===== src/rtl/uart_baud_ctrl.sv =====
// Divisor change sequencer for the UART baud generator: validates a requested divisor,
// waits for TX/RX to go quiet, then loads it while holding the generator in reset.
module uart_baud_ctrl #(
    parameter int unsigned DIV_W       = 24,
    parameter int unsigned DEFAULT_DIV = 434,
    parameter int unsigned MIN_DIV     = 2,
    parameter int unsigned QUIET_CYC   = 4,
    parameter int unsigned GEN_RST_CYC = 2,
    parameter int unsigned TIMEOUT     = 65535
) (
    input  logic             clock,
    input  logic             reset,
    input  logic             i_cfg_valid,
    output logic             o_cfg_ready,
    input  logic [DIV_W-1:0] i_cfg_div,
    input  logic             i_tx_busy,
    input  logic             i_rx_busy,
    output logic [DIV_W-1:0] o_div_num,
    output logic             o_gen_rst,
    output logic             o_cfg_done,
    output logic             o_cfg_err,
    output logic             o_switching
);

    localparam int unsigned CNT_W = $clog2(TIMEOUT + 1);

    typedef enum logic [2:0] {
        S_IDLE,
        S_WAIT_QUIET,
        S_APPLY,
        S_DONE,
        S_ERR
    } state_t;

    state_t             state_q, state_d;
    logic [DIV_W-1:0]   div_num_q, div_num_d;
    logic [DIV_W-1:0]   div_cap_q, div_cap_d;
    logic [CNT_W-1:0]   quiet_q, quiet_d;
    logic [CNT_W-1:0]   tmo_q, tmo_d;
    logic               gen_rst_q, gen_rst_d;
    logic               done_q, done_d;
    logic               err_q, err_d;
    logic               sw_q, sw_d;
    logic               quiet_c;

    assign quiet_c = !i_tx_busy && !i_rx_busy;

    // Counters stick at all-ones rather than wrapping.
    function automatic logic [CNT_W-1:0] sat_inc(input logic [CNT_W-1:0] x);
        return (&x) ? x : x + CNT_W'(1);
    endfunction

    // Next-state and registered-output logic.
    always_comb begin
        state_d   = state_q;
        div_num_d = div_num_q;
        div_cap_d = div_cap_q;
        quiet_d   = quiet_q;
        tmo_d     = tmo_q;
        gen_rst_d = gen_rst_q;
        done_d    = 1'b0;
        err_d     = 1'b0;
        sw_d      = sw_q;

        unique case (state_q)
            S_IDLE: begin
                if (i_cfg_valid) begin
                    div_cap_d = i_cfg_div;
                    sw_d      = 1'b1;
                    if (i_cfg_div < DIV_W'(MIN_DIV)) begin
                        state_d = S_ERR;
                        err_d   = 1'b1;
                    end else if (i_cfg_div == div_num_q) begin
                        state_d = S_DONE;
                        done_d  = 1'b1;
                    end else begin
                        state_d = S_WAIT_QUIET;
                        quiet_d = '0;
                        tmo_d   = '0;
                    end
                end
            end

            S_WAIT_QUIET: begin
                tmo_d   = sat_inc(tmo_q);
                quiet_d = quiet_c ? sat_inc(quiet_q) : '0;
                if (quiet_c && (quiet_q == CNT_W'(QUIET_CYC - 1))) begin
                    state_d   = S_APPLY;
                    div_num_d = div_cap_q;
                    gen_rst_d = 1'b1;
                    tmo_d     = '0;
                end else if (tmo_q == CNT_W'(TIMEOUT - 1)) begin
                    state_d = S_ERR;
                    err_d   = 1'b1;
                end
            end

            // The timeout counter doubles as the reset-hold counter here.
            S_APPLY: begin
                tmo_d = sat_inc(tmo_q);
                if (tmo_q == CNT_W'(GEN_RST_CYC - 1)) begin
                    state_d   = S_DONE;
                    gen_rst_d = 1'b0;
                    done_d    = 1'b1;
                end
            end

            S_DONE, S_ERR: begin
                state_d = S_IDLE;
                sw_d    = 1'b0;
            end

            default: begin
                state_d   = S_IDLE;
                gen_rst_d = 1'b0;
                sw_d      = 1'b0;
            end
        endcase
    end

    always_ff @(posedge clock or posedge reset) begin
        if (reset) begin
            state_q   <= S_IDLE;
            div_num_q <= DIV_W'(DEFAULT_DIV);
            div_cap_q <= DIV_W'(DEFAULT_DIV);
            quiet_q   <= '0;
            tmo_q     <= '0;
            gen_rst_q <= 1'b0;
            done_q    <= 1'b0;
            err_q     <= 1'b0;
            sw_q      <= 1'b0;
        end else begin
            state_q   <= state_d;
            div_num_q <= div_num_d;
            div_cap_q <= div_cap_d;
            quiet_q   <= quiet_d;
            tmo_q     <= tmo_d;
            gen_rst_q <= gen_rst_d;
            done_q    <= done_d;
            err_q     <= err_d;
            sw_q      <= sw_d;
        end
    end

    assign o_cfg_ready = (state_q == S_IDLE);
    assign o_div_num   = div_num_q;
    assign o_gen_rst   = gen_rst_q;
    assign o_cfg_done  = done_q;
    assign o_cfg_err   = err_q;
    assign o_switching = sw_q;

endmodule


===== config.mk =====
export PLATFORM = sky130hd
export DESIGN_NAME = uart_baud_ctrl
export DESIGN_NICKNAME = d
export VERILOG_FILES = /design/src/rtl/uart_baud_ctrl.sv
export SDC_FILE = /design/constraint.sdc
export NUM_CORES = 1
export LEC_CHECK = 0
export CAP_MARGIN = 40
export CELL_PAD_IN_SITES_DETAIL_PLACEMENT = 1
export CELL_PAD_IN_SITES_GLOBAL_PLACEMENT = 1
export CORE_ASPECT_RATIO = 0.6
export CORE_MARGIN = 8
export CORE_UTILIZATION = 47
export CTS_CLUSTER_DIAMETER = 50
export DETAILED_ROUTE_END_ITERATION = 10
export GPL_ROUTABILITY_DRIVEN = 1
export HOLD_SLACK_MARGIN = 0.06
export PLACE_DENSITY_LB_ADDON = 0.05
export SYNTH_ARGS = -nofsm -noshare
export SYNTH_HDL_FRONTEND = slang
export SYNTH_SLANG_ARGS = --single-unit

===== constraint.sdc =====
create_clock -name clock -period 6.9 [get_ports clock]
set_clock_uncertainty 0.1 [all_clocks]
set_input_delay 0.69 -clock clock [delete_from_list [all_inputs] [get_ports clock]]
set_output_delay 0.69 -clock clock [all_outputs]
set_load 0.03 [all_outputs]

## After elaboration in Yosys (flattened, before gate mapping)

Cells that the tools add are included.

| word-level totals | value |
|---|---|
| flip-flop bits (word level) | 87 |
| bits of input ports | 29 |
| output and inout port bits | 29 |
| word-level logic and storage cells | 78 |

| operators by class | value |
|---|---|
| add/sub/neg operators | 2 |
| order comparisons | 1 |
| equal/unequal tests | 15 |
| muxes and demuxes | 31 |
| bitwise operators | 2 |
| reductions and logical operators | 18 |

Operators with widths:

| operator | number |
|---|---|
| two-way mux 16 bit | 7 |
| one-hot mux 16 bit (3 select lines) | 1 |
| adder 16 x 1 -> 16 bit (second input constant) | 2 |
| one-hot mux 16 bit (2 select lines) | 1 |
| AND reduction 16 bit | 2 |
| == test 24 bit | 1 |
| < comparator 24 x 2 -> 1 bit (second input constant) | 1 |
| == test 16 x 1 -> 1 bit (second input constant) | 1 |
| == test 16 bit (second input constant) | 1 |
| == test 16 x 2 -> 1 bit (second input constant) | 1 |
| two-way mux 3 bit | 5 |
| two-way mux 1 bit | 11 |
| != test 2 bit (second input constant) | 5 |
| one-hot mux 3 bit (3 select lines) | 1 |
| == test 3 x 2 -> 1 bit (second input constant) | 2 |
| != test 3 bit (second input constant) | 2 |
| one-hot mux 1 bit (2 select lines) | 3 |
| AND reduction 2 bit | 3 |
| AND reduction 3 bit | 2 |
| AND reduction 5 bit | 1 |
| AND reduction 4 bit | 1 |
| == test 3 x 1 -> 1 bit (second input constant) | 1 |
| == test 3 bit (second input constant) | 1 |
| zero test 3 bit | 1 |
| 9 further kinds | 12 |

## Longest topological paths before layout

| depth | value |
|---|---|
| word-level depth | 5 |
| depth in mapped cells | 8 |
| gate-level depth less buffers | 7 |

## Worst setup path after synthesis

No wires, ideal clock.

| path | value |
|---|---|
| kind | register -> register |
| start point | register state_q[2] |
| end point | register tmo_q[10] |
| setup time | 87 ps |
| arrival time | 2445 ps |
| data required time | 6713 ps |
| path slack | 4268 ps |
| stages on the path, launching flop included | 9 |
| buffers on the path | 2 |
| period minus slack after synthesis | 2632 ps |
| path through | dfrtp_1 buf_2 nor3_1 nand4_1 nor4_1 a211oi_1 and2_1 clkbuf_1 a22oi_1 |

| between the ends | value |
|---|---|
| longest elaborated chain between the ends | 3 |
| elaborated cells on any way between the ends | 9 |
| classes of those cells | eq/ne: 5; mux: 1; reduce/logical: 3 |

RTL lines:

| what | RTL line | text |
|---|---|---|
| start, declared | 35 | `state_t state_q, state_d;` |
| start signal, assigned | 133 | `state_q <= state_d;` |
| zero test 3 bit (*) | -- |  |
| net o_cfg_ready | 14 | `output logic o_cfg_ready,` |
| != test 2 bit (no line) / nonzero test 3 bit (equally long branches) | -- |  |
| AND reduction 4 bit (no line) | -- |  |
| end signal, assigned | 137 | `tmo_q <= tmo_d;` |
| end, declared | 39 | `logic [CNT_W-1:0] tmo_q, tmo_d;` |

The timed path passes the listed nets; every way through them passes the cells marked *.
A chain may end at the register's enable or synchronous reset.

## Final worst setup path

| path | value |
|---|---|
| start point | register state_q[2] |
| end point | output o_cfg_ready |

| between the ends | value |
|---|---|
| longest elaborated chain between the ends | 1 |

RTL lines:

| what | RTL line | text |
|---|---|---|
| zero test 3 bit | 145 | `assign o_cfg_ready = (state_q == S_IDLE);` |
| end, declared | 14 |  |

Every way passes these cells.

==> flow_summary.toml <==
[status]
status = "finished clean"

[floorplan]
fp-row-count = 27
die_w_um = 142
die_area_mm2 = 0.0131
core-area_mm2 = 0.00926
ios = 58
start_util_pct = 48.7
dieHeight_um = 91.9

[clocking]
clkLatencyLatePin_ns = 0.34
htreeDepth = 3
cts_tree = "built"
cts_sinks = 87
clk_pin_slew_worst_paths_ns = 0.06
clockBufferDepth = 2
ctsHoldBuffers = 0
cts_root_buf = "clkbuf_16"
cts_inserted_buffers = 9
ctsResizeCount = 0
cts_setup_buffers = 0

[setup_path]
reg2reg_slack_ns = 3.96
critPathSlowestCell = "clkdlybuf4s50_1"
r2r_cells = 6
r2r-start = "quiet_q[7]"
required_ns = 6.11
max_stage_delay_ns = 0.78
endpoint_kind = "primary output"
worstSetupPathType = "register to primary output"
startpoint_type = "register"
cp_cell_sequence = "nor3_1 > clkdlybuf4s50_1"
worstPathArrival_ns = 2.24
r2r_end = "tmo_q[6]"
path_max_fanout = 13
cp-startpoint = "state_q[2]"

[timing]
final.period_utilization_pct = 43.9
drv_slew = 0
grt_setup_unrepaired = "no"
setup_viol = 0
whs_ns = 0.387
fin_setup_tns_ns = 0
final_hold_viol_count = 0
tightest_slew_ns = 0.813
finalWorstSetupSlack_ns = 3.87
layout_min_cycle_time_ns = 3.03
clock.fmax_mhz = 330
relSlewSlack_pct = 45.8

[pwr]
p_per_area_mw_per_mm2 = 186
ir_drop_mv = 0.126
p_comb_share_pct = 5.0
power_frac_clock_pct = 44.2
power.switching_uw = 225
p_leak_nw = 2.27
switching_share_pct = 22.3
p_seq_share_pct = 50.9
p_int_uw = 788

[synthesis]
syn_inst = 411
yosysSeqAreaShare_pct = 48.6
yosys_register_bits = 87
async_flop_share_pct = 100
ys.flop_type = "dfrtp_1"
syn_avg_cell_area_um2 = 11.0
synthesis.nets = 444
ys_types = 57
synth_edf_count = 0
syn-cell-area_mm2 = 0.00451
ys.warnings.count = 0

[place]
dpl-instance-area_mm2 = 0.00518
gp_congestion = 0.819
pre_cts_slack_ns = 3.58
post-dp-hpwl_um = 8990
numPortBuffers = 57

[finish]
regArea_mm2 = 0.00219
nFillCells = 1020
fin_util_pct = 58.9
final_area_mm2 = 0.00545
finalNetCount = 498
multiInputGateArea_mm2 = 0.00217
synthToLayoutAreaGrowth_pct = 20.9
drive_gt1_share_pct = 19.1
diodes = 0

[min_path]
hold_depth = 1
hp-start = "div_cap_q[0]"
whs_endpoint = "o_div_num[0]"
hold_path.class = "register to register"

[detailed_routing]
routed_via_density = 5.94
wl_per_cell_um = 20.9
firstDrtPassIters = 4
vias = 3562
ant_nets = 0
drtIter0Drc = 186
drc_errors = 0
drt_wl_total_um = 12500

[global_routing]
track_usage_pct = 20.2
grt_pass1_vias = 3845
antenna_found_initial = 0
grt_max_degree = 65
grt_pass1_wl_um = 20900
grt_overflow = 0

[run]
cap_violations = 0
-- power groups by stage --
stage	Combinational (mW)	Sequential [mW]	Clock [mW]
after global routing	0.0560	0.515	0.479
after detailed placement	0.0507	0.524	0
after global placement	0.0495	0.524	0
after floorplan	0.0209	0.523	0
final	0.0505	0.515	0.447
after CTS	0.0515	0.515	0.460
-- placed cells by master, fill, tap and decap left out, types with 2 or more instances in the layout --
master,instances
a21o_1,3
nor4_4,2
a31oi_1,9
ha_1,4
and2_1,6
inv_1,11
a21oi_1,16
a41oi_1,5
a22oi_1,5
buf_4,5
clkbuf_16,9
dfrtp_1,77
nand3b_1,2
nor4_2,2
o31ai_1,4
nor3_1,14
clkinv_2,4
o21a_1,4
a211o_1,5
mux2_2,47
o22ai_1,5
mux2i_1,3
nand2_1,25
nand2b_1,2
clkdlybuf4s50_1,57
clkbuf_1,2
o21ai_0,6
nor2_1,14
xnor2_1,28
nand3_1,12
or3_1,4
nor4_1,13
or4_1,3
a221o_1,2
dfstp_2,10
and3_1,8
nand4_1,18
-- stage by stage --
step           instances  total power, mW
4_1_cts              600             1.03
5_1_grt              600             1.05
6_report             600             1.01
2_1_floorplan        411            0.544
3_3_place_gp         582            0.574
3_5_place_dp         584            0.575
-- area by class of cell --
type / count / area share, %
multi-input cells: 292 / 39.8
clock buffers: 12 / 4.52
well taps: 130 / 2.98
repair buffers: 63 / 11.2
clock inverters: 4 / 0.413
inverters: 12 / 0.849
flip-flops and latches: 87 / 40.1
-- routing by layer --
| layer | vias to the layer above | global-route usage [%] | share of wire (%) |
|---|---|---|---|
| li1 | 1643 | - | - |
| met1 | 1826 | 27.9 | 49 |
| met2 | 79 | 30.7 | 46 |
| met3 | 14 | 5.38 | 4.6 |
| met4 | 0 | 5.28 | 1.0 |
| met5 | - | 0 | 0 |
-- worst max-delay path, delay by kind of cell, from the launching register on --
family	cells	cell delay (ns)
flip-flops	1	0.56
buffers and inverters	1	0.78
AND/OR/NAND/NOR	1	0.56
-- worst max path at each step --
stage	endpoint	slack, ns	cells after the start
3_5_place_dp	tmo_q[6]	3.58	7
3_3_place_gp	tmo_q[6]	3.65	7
6_report	o_cfg_ready	3.87	2
2_1_floorplan	div_cap_q[0]	3.88	1
5_1_grt	quiet_q[5]	3.68	7
4_1_cts	o_cfg_ready	3.84	2
-- synth_stat cells (all sizes together) (12+ instances only) --
cell	n	area share, %
nor4	17	3.3
buf	14	1.7
nor3	14	1.6
nand3	12	1.3
nand2	25	2.1
mux2	48	12
dfrtp	77	43
xnor2	28	5.4
inv	12	1.0
nand4	18	2.5
a21oi	16	1.8
nor2	14	1.2
-- flip-flops by register name (all words and copies together), names as in the netlist --
register / flops
o_cfg_err: 1
o_switching: 1
o_cfg_done: 1
o_gen_rst: 1
tmo_q: 16
o_div_num: 24
quiet_q: 16
state_q: 3
div_cap_q: 24
-- cell families after synthesis --
kind of cell / Yosys count / synth area share (%)
XOR/XNOR: 28 / 5.44
buffers and inverters: 32 / 3.25
adder cells (fa/ha/maj): 4 / 1.11
AO/OA/AOI/OAI: 76 / 12.0
multiplexers: 51 / 12.7
flip-flops: 87 / 48.6
AND/OR/NAND/NOR: 133 / 17.0
No activity file was read; power rests on OpenSTA's default activity.
